==> src/rtl/seq_sort_engine.sv <==
// Sequential odd-even transposition sorter: loads N elements over a valid/ready stream,
// runs N compare-exchange passes (one per clock), then streams the sorted vector out.
module seq_sort_engine #(
  parameter int N     = 6,
  parameter int WIDTH = 8
) (
  input  logic             clk,
  input  logic             rst,
  input  logic             in_valid,
  output logic             in_ready,
  input  logic [WIDTH-1:0] in_data,
  input  logic             in_descend,
  output logic             out_valid,
  input  logic             out_ready,
  output logic [WIDTH-1:0] out_data,
  output logic             out_last,
  output logic             busy
);

  localparam int IW = (N > 1) ? $clog2(N) : 1;
  localparam logic [IW-1:0] LAST = IW'(N - 1);

  typedef enum logic [1:0] {LOAD, SORT, DRAIN} state_t;

  state_t           r_state;
  logic [IW-1:0]    r_load_idx;
  logic [IW-1:0]    r_pass;
  logic [IW-1:0]    r_out_idx;
  logic             r_desc;
  logic             r_in_ready;
  logic             r_out_valid;
  logic             r_out_last;
  logic             r_busy;
  logic [WIDTH-1:0] r_out_data;
  logic [WIDTH-1:0] r_buf  [N];
  logic [WIDTH-1:0] w_pass [N];
  logic [IW-1:0]    w_out_nxt;
  logic             w_in_xfer;

  assign w_in_xfer = (r_state == LOAD) && in_valid && r_in_ready;
  assign w_out_nxt = r_out_idx + 1'b1;

  // One compare-exchange pass: pairs starting at even indices on even passes, odd on odd.
  // Pairs are disjoint, so every pair can read the registered buffer directly.
  always_comb begin
    w_pass = r_buf;
    for (int i = 0; i < N - 1; i++) begin
      if (((i % 2) == 1) == r_pass[0]) begin
        if (r_desc ? (r_buf[i] < r_buf[i+1]) : (r_buf[i] > r_buf[i+1])) begin
          w_pass[i]   = r_buf[i+1];
          w_pass[i+1] = r_buf[i];
        end
      end
    end
  end

  // Element storage and direction are data: no reset, contents are don't-care after one.
  always_ff @(posedge clk) begin
    if (w_in_xfer) begin
      r_buf[r_load_idx] <= in_data;
      if (r_load_idx == '0) r_desc <= in_descend;
    end else if (r_state == SORT) begin
      r_buf <= w_pass;
    end
  end

  always_ff @(posedge clk) begin
    if (rst) begin
      r_state     <= LOAD;
      r_load_idx  <= '0;
      r_pass      <= '0;
      r_out_idx   <= '0;
      r_in_ready  <= 1'b1;
      r_out_valid <= 1'b0;
      r_out_last  <= 1'b0;
      r_busy      <= 1'b0;
      r_out_data  <= '0;
    end else begin
      case (r_state)
        LOAD: begin
          if (w_in_xfer) begin
            if (r_load_idx == LAST) begin
              r_state    <= SORT;
              r_load_idx <= '0;
              r_pass     <= '0;
              r_in_ready <= 1'b0;
              r_busy     <= 1'b1;
            end else begin
              r_load_idx <= r_load_idx + 1'b1;
            end
          end
        end
        SORT: begin
          r_pass <= r_pass + 1'b1;
          if (r_pass == LAST) begin
            // First output comes from the buffer as it will be after this final pass.
            r_state     <= DRAIN;
            r_out_idx   <= '0;
            r_out_valid <= 1'b1;
            r_out_data  <= w_pass[0];
            r_out_last  <= 1'b0;
          end
        end
        DRAIN: begin
          if (out_ready) begin
            if (r_out_last) begin
              r_state     <= LOAD;
              r_out_valid <= 1'b0;
              r_out_last  <= 1'b0;
              r_busy      <= 1'b0;
              r_in_ready  <= 1'b1;
            end else begin
              r_out_idx  <= w_out_nxt;
              r_out_data <= r_buf[w_out_nxt];
              r_out_last <= (w_out_nxt == LAST);
            end
          end
        end
        default: begin
          r_state     <= LOAD;
          r_in_ready  <= 1'b1;
          r_out_valid <= 1'b0;
          r_out_last  <= 1'b0;
          r_busy      <= 1'b0;
        end
      endcase
    end
  end

  assign in_ready  = r_in_ready;
  assign out_valid = r_out_valid;
  assign out_data  = r_out_data;
  assign out_last  = r_out_last;
  assign busy      = r_busy;

endmodule

==> config.mk <==
export PLATFORM = sky130hd
export DESIGN_NAME = seq_sort_engine
export DESIGN_NICKNAME = d
export VERILOG_FILES = /design/src/rtl/seq_sort_engine.sv
export SDC_FILE = /design/constraint.sdc
export NUM_CORES = 1
export LEC_CHECK = 0
export ABC_AREA = 1
export ABC_CLOCK_PERIOD_IN_PS = 5400
export BUFFER_PORTS_ARGS = -buffer_cell sky130_fd_sc_hd__buf_2
export CAP_MARGIN = 40
export CORE_ASPECT_RATIO = 1.75
export CORE_MARGIN = 2
export CORE_UTILIZATION = 43
export DETAILED_ROUTE_END_ITERATION = 12
export PLACE_DENSITY = 0.55
export SLEW_MARGIN = 20
export SYNTH_ARGS = -nofsm -noshare
export SYNTH_HDL_FRONTEND = slang
export SYNTH_SLANG_ARGS = --single-unit
==> constraint.sdc <==
create_clock -name clk -period 5.4 [get_ports clk]
set_input_delay 0.81 -clock clk [delete_from_list [all_inputs] [get_ports clk]]
set_output_delay 0.81 -clock clk [all_outputs]
set_load 0.02 [all_outputs]
# Yosys cells after proc, flatten, opt, wreduce, memory -nomap -nowiden
# Cells that the tools add are included.
[classes] bitwise=4 addsub=3 n_mux=57 eq_ne=12 magnitude_cmp=13 reduce_logical=18
[ops] operator="$mux 16" n=10
[ops] operator="$mux 48" n=2
[ops] operator="$bwmux 48" n=1
[ops] operator="$mux 8" n=6
[ops] operator="$gt 8x8->1" n=5
[ops] operator="$lt 8x8->1" n=5
[ops] operator="$bmux 8 s3" n=1
[ops] operator="$demux 8 s3" n=1
[ops] operator="$mux 3" n=6
[ops] operator="$mux 1" n=17
[ops] operator="$pmux 8 s2" n=1
[ops] operator="$pmux 1 s3" n=4
[ops] operator="$pmux 3 s2" n=2
[ops] operator="$mux 2" n=5
[ops] operator="$reduce_and 5->1" n=2
[ops] operator="$add 3x1->3 const B" n=3
[ops] operator="$eq 3x3->1 const B" n=3
[ops] operator="$reduce_and 3->1" n=3
[ops] operator="$ge 4x4->1 const B" n=2
[ops] operator="$ne 2x2->1 const B" n=4
[ops] operator="$not 3->4" n=2
[ops] operator="$reduce_and 4->1" n=2
[ops] operator="$reduce_bool 2->1" n=4
[ops] operator="$ne 2x1->1 const B" n=3
[ops] operator="other kinds (9)" n=13
[word_totals] elab_cells=123 input_bits=13 register_bits=72

# Depth between registers and ports, before layout
# Gate-level depths: netlist (run 1).
[depth] ltp_word=14 ltp_mapped=17 ltp_nobuf=16

# Least setup slack after synthesis (run 1)
# OpenSTA, ideal clock, no wires.
[synth_timing] path_kind="register -> register" from="register r_buf[11] (netlist bit)" to="register r_buf[0] (netlist bit), enable pin" n_path_buf=1 setup_slack_ps=2964 path_stages_with_launch=10 synth_period_minus_slack_ps=2436 arrival_time_ps=2052 setup_time_ps=384 path_cell_list="edfxtp_1 > ha_1 > a21oi_1 > o21ai_0 > nand2_1 > nand2_1 > nand2_1 > nand3_1 > buf_2 > o21ai_0"
[synth_via] elab_chain_len=4 elab_cells_between_ends=5 cone_classes="2 x order compare; 1 x mux; 2 x reduce/logical"
[synth_rtl] item="from (decl)" line_no="35" text="logic [WIDTH-1:0] r_buf [N];"
[synth_rtl] item="from (signal, indexed assignment)" line_no="60" text="r_buf[r_load_idx] <= in_data;"
[synth_rtl] item="from (signal assigned)" line_no="63" text="r_buf <= w_pass;"
[synth_rtl] item="$gt 8x8->1 / $lt 8x8->1 (equally long branches)" line_no="49" text="if (r_desc ? (r_buf[i] < r_buf[i+1]) : (r_buf[i] > r_buf[i+1])) begin"
[synth_rtl] item="$mux 1 (*)" line_no="49"
[synth_rtl] item="$reduce_bool 2->1 (no line) (*)"
[synth_rtl] item="$reduce_and 3->1 (no line) (*)"
# Every way passes the cells marked *; elsewhere a longest branch is shown, timed or not.
# A chain may end at the register's enable or synchronous reset.

# Worst setup path after layout (run 1)
[layout_timing] from="register r_out_idx[0]" to="register r_out_data[1], in the netlist out_data[1]"
[layout_via] elab_chain_len=8
[layout_rtl] item="from (decl)" line_no="28" text="logic [IW-1:0] r_out_idx;"
[layout_rtl] item="from (signal assigned)" line_no="113" text="r_out_idx <= w_out_nxt;"
[layout_rtl] item="$add 3x1->3" line_no="41" text="assign w_out_nxt = r_out_idx + 1'b1;"
[layout_rtl] item="$not 3->4 (not written as such)" line_no="114" text="r_out_data <= r_buf[w_out_nxt];"
[layout_rtl] item="$bmux 8 s3" line_no="114"
[layout_rtl] item="$mux 8 (not written as such) (2 in series)" line_no="114"
[layout_rtl] item="$mux 8" line_no="106" text="if (r_out_last) begin"
[layout_rtl] item="$mux 8" line_no="105" text="if (out_ready) begin"
[layout_rtl] item="$pmux 8 s2" line_no="79" text="case (r_state)"
[layout_rtl] item="to (signal assigned)" line_no="100" text="r_out_data <= w_pass[0];"
[layout_rtl] item="to (signal assigned)" line_no="114"
[layout_rtl] item="to (decl)" line_no="34" text="logic [WIDTH-1:0] r_out_data;"
# No other way between the ends. The select of a mux whose other input is x is not followed.

==> results.sh, run 1 <==
export IMPL_syn_to_final_growth_pct=9.21
export IMPL_initial_core_util_pct=43.7
export IMPL_maxSlewHeadroom_pct=48.8
export IMPL_ys_ff_latch=72
export IMPL_rows=56
export IMPL_p_per_area_nw_per_um2=239
export IMPL_fin_area_um2=6350
export IMPL_gr_usage_met1_pct=31.2
export IMPL_die_y_um=158
export IMPL_cp_arrival_ns=3.23
export IMPL_synth_edf_count=49
export IMPL_grt_max_degree=51
export IMPL_syn_area_um2=5820
export IMPL_clockBufferDepth=2
export IMPL_gr_total_overflow=0
export IMPL_fmax_mhz=340
export IMPL_grt_pass1_wl_mm=29.6
export IMPL_met3_usage_pct=2.86
export IMPL_period_share_pct=54.5
export IMPL_ys_warn_count=0
export IMPL_clkPwrFrac_pct=42.1
export IMPL_grtUsageTotal_pct=26.8
export IMPL_critPathTopFamily="buffers and inverters"
export IMPL_path_buf_inv=4
export IMPL_synth_distinct_cells=36
export IMPL_diodes=0
export IMPL_first_global_vias=5428
export IMPL_cp_start_kind="flip-flop"
export IMPL_crit_path_start="r_out_idx[0]"
export IMPL_finalCriticalPeriod_ns=2.94
export IMPL_via_per_inst=5.54
export IMPL_finalSetupViolCount=0
export IMPL_synthFlopType="edfxtp_1"
export IMPL_wl_per_cell_um=18.7
export IMPL_ir_drop_v=0.000139
export IMPL_totalWireLength_mm=18.9
export IMPL_intPower_uw=1080
export IMPL_rsz0062_at_grt="false"
export IMPL_post_dp_cell_area_um2=6010
export IMPL_drt_initial_drc_count=413
export IMPL_crit_end="out_data[1]"
export IMPL_syn_nets=882
export IMPL_clk_pin_slew_ns=0.06
export IMPL_r2r_end="out_data[1]"
export IMPL_swShare_pct=28.8
export IMPL_holdBufCountCts=0
export IMPL_clock_sinks=72
export IMPL_drive_above_1_share_pct=9.68
export IMPL_hp_class="reg -> reg"
export IMPL_syn_area_per_cell_um2=7.05
export IMPL_root_buffer="clkbuf_16"
export IMPL_status="completed"
export IMPL_cpPeakStageDelay_ns=0.70
export IMPL_crit_fanout=26
export IMPL_gr_max_usage_layer="met2"
export IMPL_cts_buffers_inserted=9
export IMPL_port_buffers=24
export IMPL_comb_power_share_pct=16.3
export IMPL_reg2reg_depth=11
export IMPL_die_area_um2=14500
export IMPL_cts_tree="built"
export IMPL_crit_chain="buf_6 -> inv_2 -> ha_1 -> inv_1 -> a21oi_1 -> o21ai_0 -> a21oi_1 -> o21ai_0 -> nand3_1 -> nand2_1 -> inv_1"
export IMPL_hold_viol=0
export IMPL_end_kind="flip-flop"
export IMPL_die_w_um=91.9
export IMPL_clk_latency_ns=0.34
export IMPL_power_switching_uw=437
export IMPL_antenna_found_initial=0
export IMPL_drv_slew=0
export IMPL_r2r_start="r_out_idx[0]"
export IMPL_hold_start="busy"
export IMPL_postSynth_asyncResetShare_pct=0
export IMPL_final_nets=889
export IMPL_cts_repair_resized=0
export IMPL_p_seq_share_pct=41.6
export IMPL_drt_pass1_iterations=5
export IMPL_worst_pin_slew_ns=0.763
export IMPL_reg2reg_slack_ns=2.46
export IMPL_via_count=5600
export IMPL_yosysSeqAreaShare_pct=33.2
export IMPL_maxCapViolations=0
export IMPL_p_leak_uw=0.00308
export IMPL_required_ns=5.69
export IMPL_ios=25
export IMPL_yosysTopAreaCell="edfxtp_1"
export IMPL_route_detailed_drc=0
export IMPL_antenna_left=0
export IMPL_place_congestion=0.888
export IMPL_synth_top_area_share_pct=25.3
export IMPL_syn_inst=825
export IMPL_htreeDepth=3
export IMPL_critPathSlowestCell="ha_1"
export IMPL_hpwl_mm=14.3
export IMPL_synth_top_cells_by_area="edfxtp_1 25%, nand2_1 15%, ha_1 9.5%"
export IMPL_cp_depth=11
export IMPL_synthTopCellsByCount="229 x nand2_1, 120 x inv_1, 61 x o21ai_0, 54 x nand3_1, 53 x a21oi_1"
export IMPL_yosysMostFrequentCell="nand2_1"
export IMPL_grtUsageMet2_pct=46.6
export IMPL_final_setup_skew_ns=0.00723
export IMPL_critPathKind="reg -> reg"
export IMPL_final_setup_tns_ns=0
export IMPL_postCtsSetupBuffers=0
export IMPL_core_area_um2=13300
[how the worst min path moves through the flow]
| stage | end | slack (ns) | cells past startpoint |
|---|---|---|---|
| 2_1_floorplan | r_load_idx[1] | 0.46 | 2 |
| 6_report | busy | 0.46 | 2 |
| 5_1_grt | out_valid | 0.50 | 2 |
| 4_1_cts | busy | 0.46 | 2 |
| 3_3_place_gp | out_valid | 0.45 | 2 |
| 3_5_place_dp | busy | 0.45 | 2 |
[layer usage]
metal	vias up	routed length, um
li1	2778	-
met1	2577	7660
met2	185	9280
met3	60	781
met4	0	1220
met5	-	0
[registers in the layout, indices dropped and copies added (netlist names)]
name        count
busy            1
in_ready        1
out_data        8
out_last        1
out_valid       1
r_buf          48
r_desc          1
r_load_idx      3
r_out_idx       3
r_pass          3
r_state         2
[cells in the final DEF (no fill, tap or decap), drive strengths merged, types with 2 or more instances in the layout]
cell / netlist / final
nand4: 44 / 44
buf: 21 / 28
o22ai: 8 / 8
or2: 2 / 2
edfxtp: 49 / 49
o21a: 4 / 4
ha: 44 / 44
dfxtp: 23 / 23
nand2: 234 / 234
a211oi: 9 / 9
clkinv: 3 / 3
clkbuf: 11 / 11
o211ai: 11 / 11
a21oi: 54 / 54
inv: 131 / 134
o21ai: 67 / 67
nor2: 41 / 41
nand3: 63 / 63
[through the flow]
stage	util [%]	cells	total power (uW)	hold WS, ns	setup WS [ns]
floorplan	-	825	819	0.457	2.96
global placement	45.0	992	881	0.450	1.96
detailed placement	45.1	993	884	0.454	2.24
CTS	47.5	1009	1520	0.465	2.21
global route	47.7	1011	1580	0.502	2.26
finish	47.7	1011	1520	0.460	2.46
[worst reg2reg max path: cells and delay by family, from the launching register on]
kind	cells	cell delay (ns)
AO/OA/AOI/OAI	4	0.64
adder cells (fa/ha/maj)	1	0.70
buffers and inverters	4	0.72
flip-flops	1	0.63
AND/OR/NAND/NOR	2	0.19
[area by class of cell]
type	count	area, um2
fill	1382	6960
clock buffer	11	254
clock inverter	5	61.3
tap	174	218
sequential	72	1930
inverter	134	508
multi-input combinational	587	3210
timing repair buffer	28	170
[power groups by stage]
stage | registers, uW | logic, uW | clock network [uW]
floorplan | 635 | 185 | 0
global placement | 642 | 239 | 0
detailed placement | 642 | 242 | 0
CTS | 630 | 243 | 649
global route | 632 | 281 | 668
finish | 631 | 248 | 639
[kinds of logic after synthesis]
kind of cell	count (synthesis)	share of synthesized area (%)
XOR/XNOR	1	0.473
flip-flops	72	33.2
AND/OR/NAND/NOR	387	30.4
adder cells (fa/ha/maj)	44	9.46
buffers and inverters	166	11.6
AO/OA/AOI/OAI	155	14.8
(Power assumes the default switching activity.)
==> inputs of run 2 (changes only) <==
- ABC_AREA: 1 -> 0
- ABC_CLOCK_PERIOD_IN_PS: 5400 -> 2600
- PLACE_DENSITY: 0.55 -> 0.58
- clock period: 5.4 -> 2.6 ns (I/O delays scaled with it)
==> results.sh, run 2 <==
export IMPL_initial_core_util_pct=43.8
export IMPL_via_count=4653
export IMPL_port_buffers=24
export IMPL_ys_ff_latch=72
export IMPL_antenna_left=0
export IMPL_totalWireLength_mm=16.6
export IMPL_yosysTopAreaCell="edfxtp_1"
export IMPL_finalCriticalPeriod_ns=2.57
export IMPL_clock_sinks=72
export IMPL_hp_class="in -> reg"
export IMPL_cpPeakStageDelay_ns=0.48
export IMPL_core_area_um2=11900
export IMPL_drt_pass1_iterations=5
export IMPL_yosysSeqAreaShare_pct=37.0
export IMPL_drive_above_1_share_pct=22.1
export IMPL_ir_drop_v=0.000420
export IMPL_most_common_layout_cells="65 x nand2_1, 60 x buf_4, 49 x edfxtp_1, 46 x o21ai_0, 45 x inv_1"
export IMPL_cp_start_kind="flip-flop"
export IMPL_largest_register="r_buf"
export IMPL_ios=25
export IMPL_r2r_end="r_buf[28]"
export IMPL_finalSetupViolCount=0
export IMPL_first_global_vias=4511
export IMPL_grt_max_degree=28
export IMPL_grtUsageTotal_pct=25.9
export IMPL_grt_pass1_wl_mm=25.2
export IMPL_status="completed"
export IMPL_seqCellArea_um2=1930
export IMPL_drt_initial_drc_count=326
export IMPL_critPathKind="reg -> reg"
export IMPL_crit_chain="ha_1 -> and4b_1 -> a211oi_2 -> nor2_1 -> a311o_1 -> buf_12 -> nand2b_2 -> o21ai_0"
export IMPL_antenna_found_initial=0
export IMPL_p_leak_uw=0.00260
export IMPL_period_share_pct=99.0
export IMPL_diodes=0
export IMPL_root_buffer="clkbuf_16"
export IMPL_clk_pin_slew_ns=0.07
export IMPL_r2r_start="r_buf[26]"
export IMPL_n_fill_cell=1139
export IMPL_maxCapViolations=0
export IMPL_reg2reg_depth=8
export IMPL_hold_path_end="r_desc"
export IMPL_hold_viol=0
export IMPL_holdPathStages=1
export IMPL_final_setup_tns_ns=0
export IMPL_hold_start="in_descend"
export IMPL_gr_total_overflow=0
export IMPL_end_kind="flip-flop"
export IMPL_ys_warn_count=0
export IMPL_rows=53
export IMPL_clk_latency_ns=0.35
export IMPL_place_congestion=0.953
export IMPL_synthTopCellsByCount="66 x nand2_1, 49 x edfxtp_1, 47 x o21ai_0, 45 x inv_1, 44 x ha_1"
export IMPL_syn_area_per_cell_um2=9.70
export IMPL_worst_pin_slew_ns=0.623
export IMPL_required_ns=2.77
export IMPL_synth_top_area_share_pct=28.1
export IMPL_multi_input_area_um2=3030
export IMPL_synth_top_cells_by_area="edfxtp_1 28%, ha_1 11%, dfxtp_1 8.8%"
export IMPL_hpwl_mm=12.8
export IMPL_fmax_mhz=388
export IMPL_maxSlewHeadroom_pct=58.0
export IMPL_htreeDepth=3
export IMPL_syn_inst=539
export IMPL_synthFlopType="edfxtp_1"
export IMPL_cts_tree="built"
export IMPL_cp_arrival_ns=2.75
export IMPL_route_detailed_drc=0
export IMPL_holdBufCountCts=0
export IMPL_via_per_inst=6.18
export IMPL_synth_distinct_cells=59
export IMPL_yosysMostFrequentCell="nand2_1"
export IMPL_largest_reg_flops=48
export IMPL_cts_buffers_inserted=9
export IMPL_syn_nets=596
export IMPL_reg2reg_slack_ns=0.03
export IMPL_die_area_um2=13100
export IMPL_die_y_um=150
export IMPL_die_w_um=87.3
export IMPL_drv_slew=0
export IMPL_critPathSlowestCell="edfxtp_1"
export IMPL_clockBufferDepth=2
export IMPL_syn_area_um2=5230
export IMPL_fin_area_um2=6190
export IMPL_syn_to_final_growth_pct=18.5
export IMPL_final_setup_skew_ns=0.00698
export IMPL_synth_edf_count=49
export IMPL_postSynth_asyncResetShare_pct=0
export IMPL_power_total_uw=3050
export IMPL_p_per_area_nw_per_um2=492
export IMPL_wl_per_cell_um=22.1
export IMPL_final_nets=668
export IMPL_final_common_cell="nand2_1"
export IMPL_crit_fanout=17
export IMPL_post_dp_cell_area_um2=5770
-- run 2: critical path, delay by kind of cell, from the launching register on --
kind                       cells  cell delay, ns
AOI/OAI and AO/OA              3            0.87
and+or+nand+nor                3            0.53
DFF                            1            0.48
adders and majority gates      1            0.36
buffers and inverters          1            0.17
-- run 2: how the worst max path moves through the flow --
stage / startpoint / end / slack, ns / cells after the start
2_1_floorplan: r_buf[18] / r_buf[14] / 0.23 / 8
3_3_place_gp: r_buf[33] / r_buf[39] / 0.03 / 9
3_5_place_dp: r_buf[33] / r_buf[39] / 0.003 / 9
4_1_cts: r_buf[18] / r_buf[24] / 0.0008 / 9
5_1_grt: r_buf[34] / out_data[1] / -0.03 / 9
6_report: r_buf[26] / r_buf[28] / 0.03 / 8
-- run 2: logic make-up (layout without fill, tap and decap cells) --
logic type,Yosys count,in the layout,share of synthesized area [%]
muxes,48,48,11.1
and+or+nand+nor,154,154,15.5
xor gates and xnor gates,3,3,0.503
DFF,72,72,37.0
adders and majority gates,44,44,10.5
AOI/OAI and AO/OA,147,148,19.4
buffers and inverters,71,147,6.03
-- run 2: layout make-up --
class	instances	area share, %
clock buffer	9	3.64
clock inverter	7	0.950
inverter	45	2.73
multi-input combinational	397	48.9
sequential	72	31.2
tap	137	2.77
timing repair buffer	86	9.78
-- run 2: power by group --
group | switching, uW | internal, uW | leakage (uW) | total [uW]
clock | 562 | 666 | 0.000144 | 1230
sequential | 39.3 | 1270 | 0.000640 | 1310
combinational | 287 | 217 | 0.00181 | 504
-- run 2: routing by layer --
layer | routed length, um | up-vias | GRT usage [%]
li1 | - | 2187 | -
met1 | 6490 | 2268 | 29.8
met2 | 8500 | 150 | 45.2
met3 | 570 | 48 | 3.25
met4 | 1070 | 0 | 14.5
met5 | 0 | - | 0
-- run 2: per-stage QoR --
| step | setup WS (ns) | std cells | hold slack (ns) | util (%) |
|---|---|---|---|---|
| floorplan | 0.234 | 539 | 0.473 | - |
| global placement | 0.0312 | 725 | 0.438 | 48.3 |
| detailed placement | 0.00252 | 725 | 0.452 | 48.3 |
| CTS | 0.000828 | 741 | 0.217 | 50.7 |
| global route | -0.0258 | 753 | 0.226 | 51.9 |
| finish | 0.0252 | 753 | 0.224 | 51.9 |
-- run 2: repair_timing --
action	4_1_cts	5_1_grt
setup endpoints to repair	1	35
cloned	0	1
gates resized for setup	0	15
pin swaps	1	4
setup buffers	0	11
